`src/rtl/bvh_fetch_responder_pkg.sv`:
```
`default_nettype none
// ============================================================================
// Module   : bvh_fetch_responder_pkg
// Purpose  : Shared scene-memory types for the BVH fetch responder: packed
//            node/leaf/primitive layouts, default widths and FSM encoding.
// Revision : 1.0 - initial release
// ============================================================================
package bvh_fetch_responder_pkg;

    // Axis-aligned bounding box of one primitive: six single-precision bounds.
    typedef struct packed {
        logic [31:0] min_x;
        logic [31:0] min_y;
        logic [31:0] min_z;
        logic [31:0] max_x;
        logic [31:0] max_y;
        logic [31:0] max_z;
    } Primitive_AABB;

    // Interior node header: child links plus flag bits.
    typedef struct packed {
        logic [15:0] left_child;
        logic [15:0] right_child;
        logic [31:0] flags;
    } BVH_Node;

    // Leaf descriptor: range of primitives covered by the leaf.
    typedef struct packed {
        logic [31:0] prim_start;
        logic [31:0] prim_count;
        logic [31:0] rsvd;
    } BVH_Leaf;

    // One ROM node word: node header followed by its two leaf descriptors.
    typedef struct packed {
        BVH_Node node;
        BVH_Leaf leaf_lo;
        BVH_Leaf leaf_hi;
    } BVH_NodeWord;

    localparam int BVH_NODE_INDEX_WIDTH = 8;
    localparam int PRIM_INDEX_WIDTH     = 10;
    localparam int AABB_TEST_UNIT_SIZE  = 4;
    localparam int BVH_NODE_PACK_W      = $bits(BVH_NodeWord);
    localparam int PRIM_AABB_PACK_W     = $bits(Primitive_AABB);
    localparam int SCENE_MEM_LAT        = 2;
    localparam int PRIM_BASE_ADDR       = 0;

    typedef enum logic [2:0] {
        ST_IDLE      = 3'd0,
        ST_NODE_RD   = 3'd1,
        ST_NODE_WAIT = 3'd2,
        ST_PRIM_RD   = 3'd3,
        ST_PRIM_WAIT = 3'd4,
        ST_RESP      = 3'd5
    } fetch_state_e;

    // Width of a slot index; never below one bit so single-slot builds stay legal.
    function automatic int slot_width(input int n);
        return (n > 1) ? $clog2(n) : 1;
    endfunction

endpackage
`default_nettype wire

```
`src/rtl/bvh_fetch_responder_fetch_latency_tracker.sv`:
```
`default_nettype none
// ============================================================================
// Module   : fetch_latency_tracker
// Purpose  : Fixed-depth shift register of {valid, slot tag} that marks when
//            a ROM read issued DEPTH cycles earlier is returning its data.
// Revision : 1.0 - initial release
// ============================================================================
module fetch_latency_tracker #(
    parameter int DEPTH = 2,
    parameter int TAG_W = 2
) (
    input  logic             clk,
    input  logic             reset,
    input  logic             push_i,
    input  logic [TAG_W-1:0] tag_i,
    output logic             ret_valid_o,
    output logic [TAG_W-1:0] ret_tag_o
);

    logic             vld_q [DEPTH];
    logic [TAG_W-1:0] tag_q [DEPTH];

    // Shift every strobe down the pipe; reset drops all in-flight reads.
    always_ff @(posedge clk) begin
        if (reset) begin
            for (int s = 0; s < DEPTH; s++) begin
                vld_q[s] <= 1'b0;
                tag_q[s] <= '0;
            end
        end else begin
            vld_q[0] <= push_i;
            tag_q[0] <= tag_i;
            for (int s = 1; s < DEPTH; s++) begin
                vld_q[s] <= vld_q[s-1];
                tag_q[s] <= tag_q[s-1];
            end
        end
    end

    assign ret_valid_o = vld_q[DEPTH-1];
    assign ret_tag_o   = tag_q[DEPTH-1];

endmodule
`default_nettype wire

```
`src/rtl/bvh_fetch_responder.sv`:
```
`default_nettype none
// ============================================================================
// Module   : bvh_fetch_responder
// Purpose  : Serves node and primitive fetches from one ray core out of the
//            scene ROM; one request outstanding, response held until taken.
// Revision : 1.0 - initial release
// ============================================================================
module bvh_fetch_responder
    import bvh_fetch_responder_pkg::*;
#(
    parameter  int NODE_IDX_W = BVH_NODE_INDEX_WIDTH,
    parameter  int PRIM_IDX_W = PRIM_INDEX_WIDTH,
    parameter  int UNIT_SIZE  = AABB_TEST_UNIT_SIZE,
    parameter  int NODE_W     = BVH_NODE_PACK_W,
    parameter  int PRIM_W     = PRIM_AABB_PACK_W,
    parameter  int MEM_LAT    = SCENE_MEM_LAT,
    parameter  int PRIM_BASE  = PRIM_BASE_ADDR,
    localparam int ADDR_W     = ((NODE_IDX_W > PRIM_IDX_W) ? NODE_IDX_W : PRIM_IDX_W) + 1,
    localparam int MEM_W      = (NODE_W > PRIM_W) ? NODE_W : PRIM_W,
    localparam int CNT_W      = $clog2(UNIT_SIZE) + 1
) (
    input  logic                      clk,
    input  logic                      reset,
    input  logic                      node_req_valid,
    input  logic [NODE_IDX_W-1:0]     node_req_index,
    output logic                      node_req_ready,
    input  logic                      prim_req_valid,
    input  logic [PRIM_IDX_W-1:0]     prim_req_start,
    input  logic [CNT_W-1:0]          prim_req_count,
    output logic                      prim_req_ready,
    output logic                      node_rsp_valid,
    output logic [NODE_W-1:0]         node_rsp_data,
    input  logic                      node_rsp_ready,
    output logic                      prim_rsp_valid,
    output logic [UNIT_SIZE*PRIM_W-1:0] prim_rsp_data,
    output logic [UNIT_SIZE-1:0]      prim_rsp_mask,
    input  logic                      prim_rsp_ready,
    output logic                      mem_rd_en,
    output logic [ADDR_W-1:0]         mem_rd_addr,
    input  logic [MEM_W-1:0]          mem_rd_data
);

    localparam int SLOT_W = slot_width(UNIT_SIZE);

    fetch_state_e               state_q, state_d;
    logic [ADDR_W-1:0]          idx_q;        // node index or primitive start
    logic [CNT_W-1:0]           n_q;          // clamped primitive count
    logic [SLOT_W-1:0]          k_q;          // next primitive slot to read
    logic                       is_node_q;    // current transaction is a node fetch
    logic [NODE_W-1:0]          node_data_q;
    logic [UNIT_SIZE*PRIM_W-1:0] prim_data_q;
    logic [UNIT_SIZE-1:0]       prim_mask_q;

    logic                       accept_node;
    logic                       accept_prim;
    logic                       ret_valid;
    logic [SLOT_W-1:0]          ret_slot;
    logic [CNT_W-1:0]           req_cnt_clamped;
    logic [CNT_W-1:0]           last_slot;
    logic [ADDR_W-1:0]          prim_addr;

    // Requests beyond the unit size are served as a full unit.
    assign req_cnt_clamped = (prim_req_count > CNT_W'(UNIT_SIZE)) ? CNT_W'(UNIT_SIZE)
                                                                  : prim_req_count;
    assign last_slot = n_q - CNT_W'(1);
    assign prim_addr = ADDR_W'(PRIM_BASE) + idx_q + ADDR_W'(k_q);

    fetch_latency_tracker #(
        .DEPTH (MEM_LAT),
        .TAG_W (SLOT_W)
    ) u_tracker (
        .clk         (clk),
        .reset       (reset),
        .push_i      (mem_rd_en),
        .tag_i       (k_q),
        .ret_valid_o (ret_valid),
        .ret_tag_o   (ret_slot)
    );

    // State register.
    always_ff @(posedge clk) begin
        if (reset) begin
            state_q <= ST_IDLE;
        end else begin
            state_q <= state_d;
        end
    end

    // Next-state decode, request handshakes, ROM strobes and response valids.
    always_comb begin
        state_d        = state_q;
        node_req_ready = 1'b0;
        prim_req_ready = 1'b0;
        node_rsp_valid = 1'b0;
        prim_rsp_valid = 1'b0;
        mem_rd_en      = 1'b0;
        mem_rd_addr    = '0;
        accept_node    = 1'b0;
        accept_prim    = 1'b0;

        case (state_q)
            ST_IDLE: begin
                node_req_ready = 1'b1;
                // Node fetches have priority; hold off primitives when both ask.
                prim_req_ready = !node_req_valid;
                if (node_req_valid) begin
                    accept_node = 1'b1;
                    state_d     = ST_NODE_RD;
                end else if (prim_req_valid) begin
                    accept_prim = 1'b1;
                    state_d     = (prim_req_count == '0) ? ST_RESP : ST_PRIM_RD;
                end
            end
            ST_NODE_RD: begin
                mem_rd_en   = 1'b1;
                mem_rd_addr = idx_q;
                state_d     = ST_NODE_WAIT;
            end
            ST_NODE_WAIT: begin
                if (ret_valid) begin
                    state_d = ST_RESP;
                end
            end
            ST_PRIM_RD: begin
                mem_rd_en   = 1'b1;
                mem_rd_addr = prim_addr;
                if (CNT_W'(k_q) == last_slot) begin
                    state_d = ST_PRIM_WAIT;
                end
            end
            ST_PRIM_WAIT: begin
                if (ret_valid && (CNT_W'(ret_slot) == last_slot)) begin
                    state_d = ST_RESP;
                end
            end
            ST_RESP: begin
                node_rsp_valid = is_node_q;
                prim_rsp_valid = !is_node_q;
                if (is_node_q ? node_rsp_ready : prim_rsp_ready) begin
                    state_d = ST_IDLE;
                end
            end
            default: begin
                state_d = ST_IDLE;
            end
        endcase

        // Keep every output quiet while reset is held.
        if (reset) begin
            node_req_ready = 1'b0;
            prim_req_ready = 1'b0;
            node_rsp_valid = 1'b0;
            prim_rsp_valid = 1'b0;
            mem_rd_en      = 1'b0;
            mem_rd_addr    = '0;
            accept_node    = 1'b0;
            accept_prim    = 1'b0;
        end
    end

    // Latch request fields, step the slot counter and capture returning ROM words.
    always_ff @(posedge clk) begin
        if (reset) begin
            idx_q       <= '0;
            n_q         <= '0;
            k_q         <= '0;
            is_node_q   <= 1'b0;
            node_data_q <= '0;
            prim_data_q <= '0;
            prim_mask_q <= '0;
        end else begin
            if (accept_node) begin
                idx_q     <= ADDR_W'(node_req_index);
                is_node_q <= 1'b1;
                k_q       <= '0;
            end else if (accept_prim) begin
                idx_q       <= ADDR_W'(prim_req_start);
                is_node_q   <= 1'b0;
                n_q         <= req_cnt_clamped;
                k_q         <= '0;
                // Slots that are never read must read back as zero.
                prim_data_q <= '0;
                prim_mask_q <= '0;
            end else if (state_q == ST_PRIM_RD) begin
                k_q <= k_q + SLOT_W'(1);
            end

            if (ret_valid) begin
                if (is_node_q) begin
                    node_data_q <= mem_rd_data[NODE_W-1:0];
                end else begin
                    prim_data_q[int'(ret_slot)*PRIM_W +: PRIM_W] <= mem_rd_data[PRIM_W-1:0];
                    prim_mask_q[ret_slot] <= 1'b1;
                end
            end
        end
    end

    assign node_rsp_data = node_data_q;
    assign prim_rsp_data = prim_data_q;
    assign prim_rsp_mask = prim_mask_q;

endmodule
`default_nettype wire

```
`config.mk`:
```
export PLATFORM = sky130hd
export DESIGN_NAME = bvh_fetch_responder
export DESIGN_NICKNAME = d
export VERILOG_FILES = /design/src/rtl/bvh_fetch_responder_pkg.sv /design/src/rtl/bvh_fetch_responder_fetch_latency_tracker.sv /design/src/rtl/bvh_fetch_responder.sv
export SDC_FILE = /design/constraint.sdc
export NUM_CORES = 2
export LEC_CHECK = 0
export BUFFER_PORTS_ARGS = -buffer_cell sky130_fd_sc_hd__buf_2
export CORE_AREA = 2 2 522 524
export CTS_CLUSTER_SIZE = 25
export DETAILED_ROUTE_END_ITERATION = 7
export DIE_AREA = 0 0 524 526
export PLACE_DENSITY = 0.42
export SYNTH_ARGS = -nofsm -noshare
export SYNTH_HDL_FRONTEND = slang
export SYNTH_SLANG_ARGS = --single-unit
```
`constraint.sdc`:
```
create_clock -name clk -period 3.09 [get_ports clk]
set_input_delay 0.618 -clock clk [delete_from_list [all_inputs] [get_ports clk]]
set_output_delay 0.618 -clock clk [all_outputs]
set_load 0.005 [all_outputs]
```
==> run metrics <==
outcome=complete, but fails checks; violated checks=negative setup slack; IO Pins=1327; post-synth cell types=54; fmax=308 MHz; LEAKAGE=23.2 nW; Setup CP Type=reg2out; max_slew headroom=7.71%; Post-Synthesis Cell Area=42800 µm²; Initial Utilization=15.9%; number of max-cap violations=0; CP max stage cell=dfxtp_2; EDFF count, synth=0; buffer and inverter count on the worst path=3; top-area cell type share of the netlist area=49.2%; ys flop type=dfxtp_1; HP Class=in2reg; drt first pass iters=6; Synth area leader=dfxtp_1; met3 Track Usage GR=6.64%; Async SR Flop Fraction=0%; dpl hpwl=216000 µm; PD cells=599 nW/µm²; worst-path fanout max=2; PnR worst setup slack=-0.157 ns; largest net degree at the start of global routing=214; TritonCTS clock tree=built; routability congestion estimate=0.880; Die Area=276000 µm²; DRC Markers=0; DRT Wirelength=293000 µm; top cells by area, synth=dfxtp_1, a21oi_1, a22oi_1; Power Total=35.8 mW; Mapped Cells=5032; IO buf count=1326; initial antenna violation count=27; vias in the first global route=43471; Layout area overhead=39.6%; Vias=46218; global route hottest layer=met2; syn nets=5327; Util after Layout=22.2%; CTS root buf=clkbuf_16; Initial DRC Count=4214; Avg Cell Area, Syn=8.51 µm²; warnings from Yosys=0; fin nets=6557; post-detailed-route count of antenna-violating nets=0; Worst Clk Skew=0.0362 ns; Crit path max-delay family=simple AND/OR/NAND/NOR gates; Wirelength per Cell=29.5 µm; Placed Cells incl. Taps=9625; global route overflow=0; Tmin final=3.25 ns; CP Cell Sequence=ha_4, inv_2, fa_2, and3b_2, buf_6, nand4_1, xor2_1, nor2_1, buf_2; post-synthesis sequential area ratio=49.2%; count leader, synth=dfxtp_1; DIE HEIGHT=526 µm; Core Area=270000 µm²; gr usage total=20.1%; worst slew pin tran=1.38 ns; Fin. Hold Viols=0; proportion of layout cells with a drive suffix above 1=28.3%; RSZ-0062 raised after global routing=yes; # setup viols final=4; fillers=29920; TritonCTS buffer count=144; clock buffer depth=4; storage element area=21100 µm²; Final Max Tran Viols=0; global-route wire length before repair=388000 µm; list of most frequent post-synthesis cells=dfxtp_1, nand2_1, a21oi_1; htree depth=4; type of origin of the critical path=flip-flop; footprint of the multi-input gates=20000 µm²; Setup crit end kind=output pin; drt via density=4.65; CP required=2.47 ns; CP max stage delay=0.35 ns; met2 track demand over resource=31.8%; WP data arrival=2.63 ns; worst skew pair latency=0.83 ns; final period utilization=105%; Non-Filler Instances=9942; std cell rows=191; CTS sink count=1053; Die W=524 µm; CTS clk-pin slew, worst paths=0.06 ns; M1 GR Usage=25.5%; VDD IR max=375 µV; Synth Register Bits=1053
-- power breakdown --
part	leakage, nW	internal (mW)	switching [mW]
logic	12.4	1.22	2.97
registers	8.49	13.9	0.254
clock network	2.33	10.2	7.21
-- layout make-up --
class	instances	area share (%)
inverter	12	0.0753
timing repair buffer	1579	15.7
tap	3570	7.47
antenna	9	0.0377
clock buffer	192	6.82
multi-input combinational	3472	33.5
sequential	1053	35.3
clock inverter	55	1.15
-- what timing repair did --
item                                    4_1_cts  5_1_grt
buffers inserted                              4        0
hold endpoints to repair                     57        0
gates resized for setup                      16        4
pin swaps                                     1        0
endpoints found under the setup margin       19       11
hold buffers                                 57        0
-- through the flow --
| step | hold WS (ns) | worst slack [ns] | instance area [µm²] | TNS [ns] |
|---|---|---|---|---|
| 6_report | 0.0794 | -0.157 | 59800 | -0.456 |
| 5_1_grt | 0.0297 | -0.268 | 59800 | -1.06 |
| 4_1_cts | 0.00237 | -0.234 | 59800 | -0.941 |
| 3_5_place_dp | 0.441 | -0.0605 | 54300 | -0.273 |
| 3_3_place_gp | 0.432 | -0.0414 | 54300 | -0.101 |
| 2_1_floorplan | 0.414 | 0.462 | 42800 | 0 |
-- registers in the layout, summed over array words and instances (netlist names) --
| signal | cells |
|---|---|
| k_q | 2 |
| prim_rsp_data | 768 |
| u_tracker.vld_q | 2 |
| u_tracker.tag_q | 4 |
| prim_rsp_mask | 4 |
| node_rsp_data | 256 |
| is_node_q | 1 |
| n_q | 3 |
| state_q | 3 |
| idx_q | 10 |
-- tightest hold or removal path: stages --
cell	delay (ns)
buf_2	0.07
mux2i_1	0.05
nor3_1	0.11
-- final timing paths --
path,startpoint,end,slack [ns],cells after the start
worst max register to register,u_tracker.tag_q[0][3],prim_rsp_data[753],0.18,8
worst max-delay path,idx_q[0],mem_rd_addr[6],-0.16,9
worst min register to register,prim_rsp_data[366],prim_rsp_data[366],0.45,2
worst min-delay path,prim_req_start[9],idx_q[9],0.08,3
-- routing by layer --
metal  vias to the layer above  share of wire, %  wire [µm]
met2                      2392                45     131000
li1                      20346                 -          -
met4                         4               3.9      11400
met1                     23068                41     121000
met3                       408                10      29600
met5                         -             0.010         30
-- placed cells by master (no fill, tap or decap), types with 23 or more instances in the layout --
master,count
nand3_1,69
clkbuf_16,147
nand2_1,849
dfxtp_1,1048
and3_1,65
o21ai_0,195
dlygate4sd3_1,57
mux2i_1,132
o2bb2ai_1,194
a21oi_1,733
nand3b_1,261
clkbuf_8,23
buf_2,1325
buf_4,139
a22o_1,65
a22oi_1,451
nor2_1,346
buf_12,56
-- cell families after synthesis --
kind of cell,synth area share [%]
xor gates and xnor gates,0.351
muxes,3.09
AOI/OAI and AO/OA,24.3
DFF,49.2
adders and majority gates,0.368
buffers and inverters,4.69
and+or+nand+nor,17.9
Power figures use the tool's default switching activity.
